File: src/rtl/mem_pkg.sv
// Shared definitions for the MEM-stage data-memory access unit:
// access size codes, FSM state encoding and the bus timeout default.
package mem_pkg;

  localparam int DATA_W          = 32;
  localparam int TIMEOUT_DEFAULT = 255;

  localparam logic [1:0] MS_BYTE = 2'd0;
  localparam logic [1:0] MS_HALF = 2'd1;
  localparam logic [1:0] MS_WORD = 2'd2;
  localparam logic [1:0] MS_RSVD = 2'd3;

  typedef enum logic [1:0] {
    ST_IDLE  = 2'd0,
    ST_REQ   = 2'd1,
    ST_RWAIT = 2'd2
  } state_t;

  // Halfwords need a[0]==0, words need a[1:0]==0; bytes are always aligned.
  function automatic logic misaligned(input logic [1:0] size, input logic [1:0] off);
    logic bad;
    bad = 1'b0;
    if (size == MS_HALF) bad = off[0];
    if (size == MS_WORD) bad = |off;
    return bad;
  endfunction

endpackage

File: src/rtl/mem_align.sv
// Lane steering for the data-memory bus: byte enables and replicated store
// data on the write side, lane extraction plus sign/zero extension on loads.
module mem_align
  import mem_pkg::*;
(
  input  logic [1:0]        wsize,
  input  logic [1:0]        woff,
  input  logic [DATA_W-1:0] sdata,
  output logic [3:0]        be,
  output logic [DATA_W-1:0] wdata,
  input  logic [1:0]        rsize,
  input  logic [1:0]        roff,
  input  logic              rsigned,
  input  logic [DATA_W-1:0] rdata,
  output logic [DATA_W-1:0] ldata
);

  function automatic logic [31:0] ext8(input logic [7:0] b, input logic sgn);
    return {{24{sgn & b[7]}}, b};
  endfunction

  function automatic logic [31:0] ext16(input logic [15:0] h, input logic sgn);
    return {{16{sgn & h[15]}}, h};
  endfunction

  logic [7:0]  lane8;
  logic [15:0] lane16;

  always_comb begin
    be    = 4'b0000;
    wdata = '0;
    case (wsize)
      MS_BYTE: begin
        be    = 4'b0001 << woff;
        wdata = {4{sdata[7:0]}};
      end
      MS_HALF: begin
        be    = woff[1] ? 4'b1100 : 4'b0011;
        wdata = {2{sdata[15:0]}};
      end
      MS_WORD: begin
        be    = 4'b1111;
        wdata = sdata;
      end
      default: ;
    endcase
  end

  always_comb begin
    lane8 = rdata[7:0];
    case (roff)
      2'd1:    lane8 = rdata[15:8];
      2'd2:    lane8 = rdata[23:16];
      2'd3:    lane8 = rdata[31:24];
      default: lane8 = rdata[7:0];
    endcase
    lane16 = roff[1] ? rdata[31:16] : rdata[15:0];
    case (rsize)
      MS_BYTE: ldata = ext8(lane8, rsigned);
      MS_HALF: ldata = ext16(lane16, rsigned);
      default: ldata = rdata;
    endcase
  end

endmodule

File: src/rtl/mem_access_unit.sv
// MEM-stage data-memory access unit: issues byte/half/word loads and stores
// over a valid/ready bus, stalls the pipeline while busy, returns extended loads.
module mem_access_unit
  import mem_pkg::*;
#(
  parameter int TIMEOUT_CYC = TIMEOUT_DEFAULT
) (
  input  logic        clk,
  input  logic        reset,
  input  logic        in_valid,
  input  logic        MemRead,
  input  logic        MemWrite,
  input  logic [1:0]  MemSize,
  input  logic        MemSigned,
  input  logic [31:0] ALUResult,
  input  logic [31:0] StoreData,
  output logic        dmem_req,
  output logic        dmem_we,
  output logic [31:0] dmem_addr,
  output logic [31:0] dmem_wdata,
  output logic [3:0]  dmem_be,
  input  logic        dmem_ready,
  input  logic        dmem_rvalid,
  input  logic [31:0] dmem_rdata,
  output logic [31:0] LoadData,
  output logic        load_done,
  output logic        MemStall,
  output logic        addr_err,
  output logic        bus_err
);

  localparam logic [7:0] TMO_LAST = 8'(TIMEOUT_CYC - 1);

  state_t state, state_nxt;

  logic [7:0]        cnt;
  logic [1:0]        size_q;
  logic [1:0]        off_q;
  logic              signed_q;

  logic              req_ok;
  logic              mis;
  logic              accept;
  logic              mis_acc;
  logic              rd_done;
  logic              tmo_hit;
  logic [3:0]        be_c;
  logic [DATA_W-1:0] wdata_c;
  logic [DATA_W-1:0] ldata_c;

  // Both MemRead and MemWrite, or the reserved size, is a silent no-op.
  assign req_ok  = in_valid & (MemRead ^ MemWrite) & (MemSize != MS_RSVD);
  assign mis     = misaligned(MemSize, ALUResult[1:0]);
  assign accept  = (state == ST_IDLE) & req_ok & ~mis;
  assign mis_acc = (state == ST_IDLE) & req_ok & mis;

  mem_align u_align (
    .wsize   (MemSize),
    .woff    (ALUResult[1:0]),
    .sdata   (StoreData),
    .be      (be_c),
    .wdata   (wdata_c),
    .rsize   (size_q),
    .roff    (off_q),
    .rsigned (signed_q),
    .rdata   (dmem_rdata),
    .ldata   (ldata_c)
  );

  always_ff @(posedge clk) begin
    if (reset) state <= ST_IDLE;
    else       state <= state_nxt;
  end

  always_comb begin
    state_nxt = state;
    rd_done   = 1'b0;
    tmo_hit   = 1'b0;
    case (state)
      ST_IDLE: begin
        if (accept) state_nxt = ST_REQ;
      end
      ST_REQ: begin
        if (dmem_ready) begin
          if (dmem_we) begin
            state_nxt = ST_IDLE;
          end else if (dmem_rvalid) begin
            rd_done   = 1'b1;
            state_nxt = ST_IDLE;
          end else begin
            state_nxt = ST_RWAIT;
          end
        end else if (cnt == TMO_LAST) begin
          tmo_hit   = 1'b1;
          state_nxt = ST_IDLE;
        end
      end
      ST_RWAIT: begin
        if (dmem_rvalid) begin
          rd_done   = 1'b1;
          state_nxt = ST_IDLE;
        end else if (cnt == TMO_LAST) begin
          tmo_hit   = 1'b1;
          state_nxt = ST_IDLE;
        end
      end
      default: state_nxt = ST_IDLE;
    endcase
    MemStall = (state != ST_IDLE) | accept;
  end

  // ---- registered bus request, latched access attributes, load result ----
  always_ff @(posedge clk) begin
    if (reset) begin
      dmem_req   <= 1'b0;
      dmem_we    <= 1'b0;
      dmem_addr  <= '0;
      dmem_wdata <= '0;
      dmem_be    <= 4'b0000;
      LoadData   <= '0;
      load_done  <= 1'b0;
      addr_err   <= 1'b0;
      bus_err    <= 1'b0;
      cnt        <= 8'd0;
      size_q     <= MS_BYTE;
      off_q      <= 2'd0;
      signed_q   <= 1'b0;
    end else begin
      load_done <= rd_done;
      addr_err  <= mis_acc;
      bus_err   <= tmo_hit;

      if (accept) begin
        dmem_req   <= 1'b1;
        dmem_we    <= MemWrite;
        dmem_addr  <= {ALUResult[31:2], 2'b00};
        dmem_be    <= be_c;
        dmem_wdata <= wdata_c;
        size_q     <= MemSize;
        off_q      <= ALUResult[1:0];
        signed_q   <= MemSigned;
        cnt        <= 8'd0;
      end else if (state != ST_IDLE) begin
        // Request is only live while in REQ; any exit from REQ retires it.
        if (state_nxt != ST_REQ) begin
          dmem_req <= 1'b0;
        end
        if (state_nxt == ST_IDLE) begin
          dmem_we <= 1'b0;
        end
        cnt <= (state_nxt == state) ? cnt + 8'd1 : 8'd0;
      end

      if (rd_done) begin
        LoadData <= ldata_c;
      end
    end
  end

endmodule
File: config.mk
export PLATFORM = sky130hd
export DESIGN_NAME = mem_access_unit
export DESIGN_NICKNAME = d
export VERILOG_FILES = /design/src/rtl/mem_pkg.sv /design/src/rtl/mem_align.sv /design/src/rtl/mem_access_unit.sv
export SDC_FILE = /design/constraint.sdc
export NUM_CORES = 1
export LEC_CHECK = 0
export ABC_AREA = 1
export BUFFER_PORTS_ARGS = -buffer_cell sky130_fd_sc_hd__buf_4
export CAP_MARGIN = 20
export CORE_MARGIN = 5
export CORE_UTILIZATION = 45
export CTS_BUF_LIST = sky130_fd_sc_hd__clkbuf_4
export CTS_CLUSTER_DIAMETER = 100
export DETAILED_ROUTE_END_ITERATION = 7
export PLACE_DENSITY = 0.76
export SYNTH_ARGS = -nofsm -noshare
export SYNTH_HDL_FRONTEND = slang
export SYNTH_SLANG_ARGS = --single-unit
File: constraint.sdc
create_clock -name clk -period 3.1 [get_ports clk]
set_input_delay 0.775 -clock clk [delete_from_list [all_inputs] [get_ports clk]]
set_output_delay 0.775 -clock clk [all_outputs]
set_load 0.005 [all_outputs]
==> results.sh, run 1 <==
export IMPL_fin_nets=979
export IMPL_synth_cell_area_um2=5130
export IMPL_place_hpwl_um=12200
export IMPL_worst_pin_slew_ns=0.688
export IMPL_regArea_um2=2360
export IMPL_diodes=0
export IMPL_reg2reg_slack_ns=0.89
export IMPL_post_cts_setup_buffers=0
export IMPL_instances_no_fill=1023
export IMPL_slew_viol_final=0
export IMPL_grt_first_pass_wirelength_um=25100
export IMPL_grt_max_degree=47
export IMPL_ys_top_cells_by_area="dfxtp_1, nand2_1, o21ai_0"
export IMPL_relSlewSlack_pct=54.1
export IMPL_port_buffer_count=209
export IMPL_timing_rr_start="off_q[1]$_SDFFE_PP0P_"
export IMPL_timing_fmax_mhz=359
export IMPL_startpoint_type="register"
export IMPL_power_density_nw_per_um2=453
export IMPL_ys_types=41
export IMPL_area_growth_pct=36.6
export IMPL_multi_input_area_um2=2430
export IMPL_fillers=1000
export IMPL_ioPinCount=212
export IMPL_p_total_mw=3.17
export IMPL_drc=0
export IMPL_setup_violations=0
export IMPL_routed_wl_um=16300
export IMPL_layout_drive_gt1_share_pct=33.6
export IMPL_die_h_um=117
export IMPL_design_area_um2=7000
export IMPL_yosys_warnings=0
export IMPL_drt_iter0_drc=408
export IMPL_r2r_end="LoadData[16]$_SDFFE_PP0P_"
export IMPL_first_pass_iters=5
export IMPL_fp_row_count=39
export IMPL_antenna_found_initial=0
export IMPL_drv_cap=0
export IMPL_fin_skew_ns=0.0190
export IMPL_grt_use_total_pct=23.4
export IMPL_post_dp_cell_area_um2=6750
export IMPL_synth_top_area_share_pct=46.1
export IMPL_cts_hold_buf=0
export IMPL_worstHoldPathType="reg -> reg"
export IMPL_clk_pin_slew_ns=0.11
export IMPL_finalSetupTns_ns=0
export IMPL_clkSinkCount=118
export IMPL_synth_seq_cells=118
export IMPL_cts_max_path_buffers=2
export IMPL_dieArea_um2=13600
export IMPL_syn_instance_count=667
export IMPL_endpoint_kind="primary output"
export IMPL_worstSetupPathType="reg -> out"
export IMPL_gr_total_overflow=0
export IMPL_ys_seq_area_share_pct=46.1
export IMPL_yosysTopAreaCell="dfxtp_1"
export IMPL_post_drt_wl_per_cell_um=15.9
export IMPL_finalCritPeriodShare_pct=89.8
export IMPL_cts_made_buffers=17
export IMPL_irDropWorstVdd_uv=234
export IMPL_path_max_fanout=10
export IMPL_reg2regPathDepth=9
export IMPL_place_inst=991
export IMPL_syn_area_per_cell_um2=7.69
export IMPL_core_region_area_um2=11300
export IMPL_status="finished, final reports clean"
export IMPL_cts_root_buf="clkbuf_4"
export IMPL_grt_pass1_vias=5149
export IMPL_cts_tree="built"
export IMPL_hold_viol_final=0
export IMPL_worstPathRequired_ns=2.32
export IMPL_htree_levels=4
export IMPL_cts_resized=0
export IMPL_die_w_um=117
export IMPL_vias=5347
export IMPL_initial_utilization_pct=45.5
export IMPL_layout_min_cycle_time_ns=2.78
export IMPL_clock_latency_ns=0.52
export IMPL_p_leak_nw=3.19
export IMPL_ant_nets=0
export IMPL_viasPerCell=5.23
export IMPL_rsz0062_at_grt="no"
export IMPL_arrival_ns=2.01
export IMPL_min_from="dmem_wdata[6]$_SDFFE_PP0P_"
export IMPL_gp_congestion=0.912
export IMPL_min_delay_path_depth=2
export IMPL_min_to="dmem_wdata[6]$_SDFFE_PP0P_"
## synthesized netlist by cell type
cell       count
clkbuf_2       1
ha_1           6
nand2_1      136
o211ai_1       2
buf_4          5
nand3_1       17
buf_2          6
nor3_1         1
nor4_1         1
nand4_1        4
inv_1         19
nor2_8         1
a21oi_2       10
nand3_2        2
or2_2          1
clkbuf_1      23
o22ai_1        3
o21ai_0       82
xor2_1         6
o21ai_1       20
buf_1          1
nand2_2        7
nor2_4         1
nor2_2         9
a21oi_1       41
a221oi_1       8
a41oi_1        8
nand3b_1       1
buf_6          6
o21bai_1       1
a31oi_1       12
conb_1         1
inv_4          1
nand2_4        3
nand3_4        1
o221ai_1       6
o2111ai_1      1
nor2_1        88
clkinv_1       1
dfxtp_1      118
inv_2          6
## stage by stage
step,hold WS (ns),setup slack [ns],utilization [%]
floorplan,0.443,0.772,-
global placement,0.436,0.627,59.9
detailed placement,0.445,0.601,59.9
CTS,0.432,0.281,62.1
global route,0.442,0.137,62.1
finish,0.460,0.317,62.1
## worst max-delay path: stages (launching register included)
cell     delay, ns
dfxtp_1       0.36
inv_1         0.16
ha_1          0.33
nand3_1       0.14
nor2_1        0.18
nand2_4       0.13
nand2_1       0.10
buf_4         0.11
## worst max-delay path by stage
stage | cells past startpoint | to | from | slack (ns)
after floorplan | 8 | MemStall | MemSize[0] | 0.77
after global placement | 8 | MemStall | MemSize[0] | 0.63
after detailed placement | 8 | MemStall | MemSize[0] | 0.60
after CTS | 7 | MemStall | state[0]$_SDFF_PP0_ | 0.28
after global routing | 7 | MemStall | state[0]$_SDFF_PP0_ | 0.14
final | 7 | MemStall | state[0]$_SDFF_PP0_ | 0.32
## power by group
| part | leakage, nW | switching (mW) | internal (mW) |
|---|---|---|---|
| Sequential | 0.958 | 0.0435 | 1.58 |
| Clock | 0.150 | 0.598 | 0.424 |
| Combinational | 2.08 | 0.278 | 0.252 |
| Total | 3.19 | 0.919 | 2.26 |
## registers in the layout (all words and copies together) (netlist names), 2 cells and up
register,count
LoadData,32
cnt,8
dmem_addr,30
dmem_be,4
dmem_wdata,32
off_q,2
size_q,2
state,2
## cell usage in the layout, fill, tap and decap left out, drive strengths merged
master,netlist,layout
clkbuf,24,20
o2111ai,1,1
conb,1,2
buf,18,222
bufinv,0,1
a31oi,12,12
o211ai,2,2
a21oi,51,51
nor4,1,1
nand3b,1,1
dfxtp,118,118
o221ai,6,6
nor2,99,99
nand3,20,20
o22ai,3,3
clkinv,1,12
a221oi,8,8
xor2,6,6
or2,1,1
a41oi,8,8
o21ai,102,102
ha,6,6
o21bai,1,1
nor3,1,1
nand2,146,146
inv,26,26
nand4,4,4
## per-layer routing
| metal | vias up | GRT usage (%) | part of all wire, % |
|---|---|---|---|
| met5 | - | 0 | 0 |
| met4 | 0 | 10.7 | 2.9 |
| met3 | 40 | 7.15 | 9.4 |
| met2 | 229 | 38.1 | 49 |
| met1 | 2428 | 28.3 | 39 |
| li1 | 2650 | - | - |
## area by class of cell
type	count	share of cell area, %
clock inverter	12	1.54
tap	143	2.55
multi-input combinational	481	34.8
clock buffer	20	2.14
inverter	27	1.48
sequential	118	33.7
timing repair buffer	222	23.8
## cell families after synthesis
logic type | Yosys count | share of synthesized area, %
fa+ha+maj | 6 | 1.46
simple gates | 273 | 23.0
flops | 118 | 46.1
buf+inv | 69 | 6.52
other cells | 1 | 0.0731
compound gates | 194 | 21.9
xor+xnor | 6 | 1.02
(Power assumes the default switching activity.)
==> run 2, diff against run 1 <==
--- a/config.mk
+++ b/config.mk
@@ -5,7 +5,6 @@
 export SDC_FILE = /design/constraint.sdc
 export NUM_CORES = 1
 export LEC_CHECK = 0
-export ABC_AREA = 1
 export BUFFER_PORTS_ARGS = -buffer_cell sky130_fd_sc_hd__buf_4
 export CAP_MARGIN = 20
 export CORE_MARGIN = 5
==> run 2 against run 1 <==
  * Via count fell by 6.0%
  * Core utilization rose by 2.0 points
  * Sequential share of layout area is 0.19 points lower
  * Critical path depth is 1 lower
  * Largest cell class unchanged
==> results.sh, run 2 <==
export IMPL_fillers=948
export IMPL_relSlewSlack_pct=35.6
export IMPL_arrival_ns=1.86
export IMPL_synth_top_area_share_pct=46.3
export IMPL_crit_slowest_cell="dfxtp_1"
export IMPL_cts_resized=0
export IMPL_grt_first_pass_wirelength_um=24100
export IMPL_gp_congestion=0.861
export IMPL_dieArea_um2=13600
export IMPL_utilization_pct=64.1
export IMPL_cts_max_path_buffers=2
export IMPL_drv_cap=0
export IMPL_multi_input_area_um2=2470
export IMPL_hold_viol_final=0
export IMPL_finalCritPeriodShare_pct=84.9
export IMPL_final_cell_mix="buf_4, dfxtp_1, nand2_1"
export IMPL_cts_root_buf="clkbuf_4"
export IMPL_first_pass_iters=4
export IMPL_wl_met1_um=6070
export IMPL_grt_pass1_vias=4895
export IMPL_grt_max_degree=45
export IMPL_async_flop_share_pct=0
export IMPL_vias=5024
export IMPL_p_leak_nw=3.05
export IMPL_crit_chain="inv_1 > ha_1 > o2111ai_2 > buf_4 > o21ai_2 > buf_4"
export IMPL_yosys_most_used_dff="dfxtp_1"
export IMPL_path_max_fanout=7
export IMPL_clkSinkCount=118
export IMPL_endpoint_kind="primary output"
export IMPL_worstSetupPathType="reg -> out"
export IMPL_routed_wl_um=15600
export IMPL_post_cts_setup_buffers=0
export IMPL_final_common_cell="buf_4"
export IMPL_ys_seq_area_share_pct=46.3
export IMPL_layout_min_cycle_time_ns=2.63
export IMPL_wl_met3_um=1750
export IMPL_irDropWorstVdd_uv=256
export IMPL_p_total_mw=3.19
export IMPL_port_buffer_count=209
export IMPL_top_regs="LoadData: 32 flops, dmem_wdata: 32 flops, dmem_addr: 30 flops"
export IMPL_antenna_found_initial=0
export IMPL_cts_made_buffers=17
export IMPL_power_density_nw_per_um2=453
export IMPL_drc=0
export IMPL_setup_violations=0
export IMPL_core_region_area_um2=11000
export IMPL_timing_fmax_mhz=380
export IMPL_synth_common_cells="dfxtp_1, nand2_1, nor2_1"
export IMPL_die_w_um=116
export IMPL_crit_top_cell="buf_4"
export IMPL_rsz0062_at_grt="no"
export IMPL_drt_iter0_drc=430
export IMPL_ys_top_cells_by_area="dfxtp_1, a22o_1, nand2_1"
export IMPL_cp_top_family="buffers and inverters"
export IMPL_worst_pin_slew_ns=0.962
export IMPL_place_hpwl_um=11500
export IMPL_cts_hold_buf=0
export IMPL_syn_instance_count=581
export IMPL_regArea_um2=2360
export IMPL_slowest_delay_ns=0.38
export IMPL_finalSetupTns_ns=0
export IMPL_grt_use_total_pct=22.7
export IMPL_status="finished, final reports clean"
export IMPL_fin_skew_ns=0.0140
export IMPL_top_layer_used="met4"
export IMPL_viasPerCell=5.40
export IMPL_clock_latency_ns=0.52
export IMPL_layout_drive_gt1_share_pct=35.3
export IMPL_cts_tree="built"
export IMPL_ys_types=51
export IMPL_initial_utilization_pct=46.4
export IMPL_instances_no_fill=931
export IMPL_htree_levels=4
export IMPL_holdWs_ns=0.453
export IMPL_slew_viol_final=0
export IMPL_yosys_warnings=0
export IMPL_wl_met2_um=7320
export IMPL_worstHoldPathType="reg -> reg"
export IMPL_synth_cell_area_um2=5100
export IMPL_place_inst=900
export IMPL_startpoint_type="register"
export IMPL_gr_total_overflow=0
export IMPL_synth_seq_cells=118
export IMPL_worstPathRequired_ns=2.32
export IMPL_ant_nets=0
export IMPL_yosysTopAreaCell="dfxtp_1"
export IMPL_ioPinCount=212
export IMPL_fin_nets=891
export IMPL_yosysMostFrequentCell="dfxtp_1"
export IMPL_post_drt_wl_per_cell_um=16.7
export IMPL_clk_pin_slew_ns=0.09
export IMPL_synth_edf_count=0
export IMPL_die_h_um=116
export IMPL_area_growth_pct=38.1
export IMPL_path_buf_inv=3
export IMPL_fp_row_count=38
export IMPL_syn_area_per_cell_um2=8.78
[run 2: cell count changes after synthesis, sizes merged, moves of 8 or more]
cell and delta:
nand2 -68, o21ai -56, nor2 -47, a22o +43
a211oi +24, nor3 +16, nor2b +13, a21oi -12
nand3 -12, mux2i +10, inv -9, a22oi +8
a41oi -8, mux2 +8
[run 2: final timing paths]
| check | from | to | slack [ns] | depth (start not counted) |
|---|---|---|---|---|
| max reg2reg | state[1]$_SDFF_PP0_ | cnt[3]$_SDFFE_PP0N_ | 0.67 | 8 |
| min | dmem_wdata[24]$_SDFFE_PP0P_ | dmem_wdata[24]$_SDFFE_PP0P_ | 0.45 | 2 |
| max | state[1]$_SDFF_PP0_ | MemStall | 0.47 | 6 |
| min reg2reg | dmem_wdata[24]$_SDFFE_PP0P_ | dmem_wdata[24]$_SDFFE_PP0P_ | 0.45 | 2 |
[run 2: worst min-delay path, stage by stage, from the launching register on]
cell	delay, ns
dfxtp_1	0.32
nand2_1	0.05
o21ai_1	0.05
[run 2: final cells by class]
class                   instances  share of cell area [%]
well taps                     140                    2.49
flip-flops and latches        118                    33.5
multi-input cells             402                    35.1
inverters                      17                   0.906
clock buffers                  18                    1.92
repair buffers                223                    24.0
clock inverters                12                    1.95
diodes                          1                  0.0355
[run 2: logic make-up after synthesis]
logic type	Yosys count	synth area share [%]
compound gates	187	26.2
xor+xnor	2	0.344
fa+ha+maj	6	1.47
buf+inv	62	5.42
flops	118	46.3
mux	18	3.73
other cells	1	0.0735
simple gates	187	16.4
[run 2: metrics by stage]
stage | worst slack (ns) | cell area [µm²]
finish | 0.468 | 7040
global route | 0.329 | 7040
CTS | 0.440 | 7040
detailed placement | 0.321 | 6770
global placement | 0.211 | 6740
floorplan | 0.925 | 5100
[run 2: routing by layer]
metal | track usage, % | vias up
met5 | 0 | -
li1 | - | 2465
met2 | 37.0 | 218
met3 | 9.90 | 38
met1 | 26.1 | 2303
met4 | 9.51 | 0
[run 2: power by group]
group          total [mW]  switching, mW  leakage (nW)  internal (mW)
Combinational       0.481          0.236          1.94          0.245
Sequential           1.60         0.0355         0.956           1.57
Clock                1.11          0.564         0.148          0.546
Total                3.19          0.836          3.05           2.36
==> run 3, diff against run 2 <==
--- a/config.mk
+++ b/config.mk
@@ -5,6 +5,7 @@
 export SDC_FILE = /design/constraint.sdc
 export NUM_CORES = 1
 export LEC_CHECK = 0
+export ABC_AREA = 1
 export BUFFER_PORTS_ARGS = -buffer_cell sky130_fd_sc_hd__buf_4
 export CAP_MARGIN = 20
 export CORE_MARGIN = 5
@@ -12,7 +13,7 @@
 export CTS_BUF_LIST = sky130_fd_sc_hd__clkbuf_4
 export CTS_CLUSTER_DIAMETER = 100
 export DETAILED_ROUTE_END_ITERATION = 7
-export PLACE_DENSITY = 0.76
+export PLACE_DENSITY = 0.79
 export SYNTH_ARGS = -nofsm -noshare
 export SYNTH_HDL_FRONTEND = slang
 export SYNTH_SLANG_ARGS = --single-unit
==> constraint.sdc (replaced) <==
create_clock -name clk -period 2.3 [get_ports clk]
set_input_delay 0.575 -clock clk [delete_from_list [all_inputs] [get_ports clk]]
set_output_delay 0.575 -clock clk [all_outputs]
set_load 0.005 [all_outputs]
==> run 3 against run 2 <==
  * Sequential power is 36% higher
  * Non-clock buffer count up 3
  * Core utilization is 1.1 points lower
  * Worst hold slack got worse by 0.18 ns
  * Clock power grew 27%
  * Largest cell class unchanged
  * Highest routed layer unchanged
==> results.sh, run 3 (same netlist as run 1, synthesis figures left out) <==
export IMPL_irDropWorstVdd_uv=369
export IMPL_worstHoldPathType="in -> reg"
export IMPL_initial_utilization_pct=45.5
export IMPL_hold_viol_final=0
export IMPL_routed_wl_um=15800
export IMPL_worstSetupPathType="reg -> out"
export IMPL_reg2reg_slack_ns=0.23
export IMPL_grt_pass1_vias=4841
export IMPL_post_drt_wl_per_cell_um=15.4
export IMPL_setup_violations=0
export IMPL_drv_cap=0
export IMPL_arrival_ns=1.62
export IMPL_power_density_nw_per_um2=608
export IMPL_finalCritPeriodShare_pct=95.4
export IMPL_cts_tree="built"
export IMPL_utilization_pct=63.0
export IMPL_slew_viol_final=0
export IMPL_startpoint_type="register"
export IMPL_layout_drive_gt1_share_pct=34.0
export IMPL_crit_slowest_cell="dfxtp_4"
export IMPL_port_buffer_count=209
export IMPL_gr_total_overflow=0
export IMPL_fillers=1018
export IMPL_htree_levels=4
export IMPL_first_pass_iters=5
export IMPL_cts_max_path_buffers=2
export IMPL_top_regs="LoadData: 32 flops, dmem_wdata: 32 flops, dmem_addr: 30 flops"
export IMPL_status="finished, final reports clean"
export IMPL_fin_skew_ns=0.0122
export IMPL_place_hpwl_um=11600
export IMPL_cts_hold_buf=0
export IMPL_p_leak_nw=3.21
export IMPL_die_w_um=117
export IMPL_final_common_cell="buf_4"
export IMPL_timing_fmax_mhz=456
export IMPL_finalSetupTns_ns=0
export IMPL_final_cell_mix="buf_4, nand2_1, dfxtp_1"
export IMPL_grt_max_degree=55
export IMPL_fp_row_count=39
export IMPL_cts_made_buffers=17
export IMPL_slowest_delay_ns=0.38
export IMPL_cts_root_buf="clkbuf_4"
export IMPL_vias=5302
export IMPL_crit_chain="inv_2 > ha_4 > nand3_2 > nor2_2 > nand2_4 > nand2_1 > buf_4"
export IMPL_worstPathRequired_ns=1.73
export IMPL_area_growth_pct=38.5
export IMPL_core_region_area_um2=11300
export IMPL_holdWs_ns=0.273
export IMPL_path_max_fanout=6
export IMPL_fin_nets=983
export IMPL_die_h_um=117
export IMPL_grt_use_total_pct=22.5
export IMPL_worst_pin_slew_ns=0.596
export IMPL_dieArea_um2=13600
export IMPL_endpoint_kind="primary output"
export IMPL_clk_pin_slew_ns=0.10
export IMPL_relSlewSlack_pct=60.1
export IMPL_drc=0
export IMPL_grt_first_pass_wirelength_um=24000
export IMPL_viasPerCell=5.16
export IMPL_layout_min_cycle_time_ns=2.19
export IMPL_rsz0062_at_grt="no"
export IMPL_ant_nets=0
export IMPL_clock_latency_ns=0.52
export IMPL_antenna_found_initial=0
export IMPL_clkSinkCount=118
export IMPL_ioPinCount=212
export IMPL_gp_congestion=0.923
export IMPL_drt_iter0_drc=568
## run 3: per-stage QoR
stage	power, mW	instances	setup WS (ns)	area [µm²]
floorplan	2.58	668	0.372	5130
global placement	2.93	992	0.258	6790
detailed placement	2.94	992	0.217	6790
CTS	4.35	1027	0.0246	7090
global route	4.53	1027	0.0102	7100
finish	4.32	1028	0.106	7100
## run 3: cell type report
| class | instances | area [µm²] | share of cell area (%) |
|---|---|---|---|
| multi-input combinational | 481 | 2450 | 34.6 |
| timing repair buffer | 226 | 1730 | 24.4 |
| clock inverter | 12 | 111 | 1.57 |
| tap | 143 | 179 | 2.52 |
| sequential | 118 | 2370 | 33.3 |
| antenna | 1 | 2.50 | 0.0352 |
| clock buffer | 20 | 150 | 2.11 |
| inverter | 27 | 104 | 1.46 |
## run 3: per-layer routing
metal / share of wire (%) / global-route usage, % / vias up
met5: 0 / 0 / -
met4: 3.6 / 10.7 / 0
met3: 6.5 / 5.18 / 43
met2: 48 / 35.4 / 215
met1: 42 / 29.1 / 2375
li1: - / - / 2669
## run 3: worst paths after layout
| check | start | end | depth (start not counted) |
|---|---|---|---|
| min reg2reg | dmem_wdata[2]$_SDFFE_PP0P_ | dmem_wdata[2]$_SDFFE_PP0P_ | 2 |
| min | reset | state[1]$_SDFF_PP0_ | 2 |
| max reg2reg | state[0]$_SDFF_PP0_ | cnt[1]$_SDFFE_PP0N_ | 15 |
| max | state[1]$_SDFF_PP0_ | MemStall | 7 |
## run 3: report_power, final
group	internal, mW	switching, mW	total [mW]
sequential	2.13	0.0525	2.18
clock	0.658	0.748	1.41
combinational	0.356	0.378	0.733
total	3.14	1.18	4.32
## run 3: worst max-delay path, delay by kind of cell, from the launching register on
kind | cells | cell delay [ns]
and+or+nand+nor | 4 | 0.36
buffers and inverters | 2 | 0.20
adders and majority gates | 1 | 0.15
DFF | 1 | 0.38
## run 3: what timing repair did
action | CTS | global route
endpoints found under the setup margin | 1 | 1
pin swaps | 3 | 1
buffers inserted | 3 | 0
gates resized for setup | 7 | 1
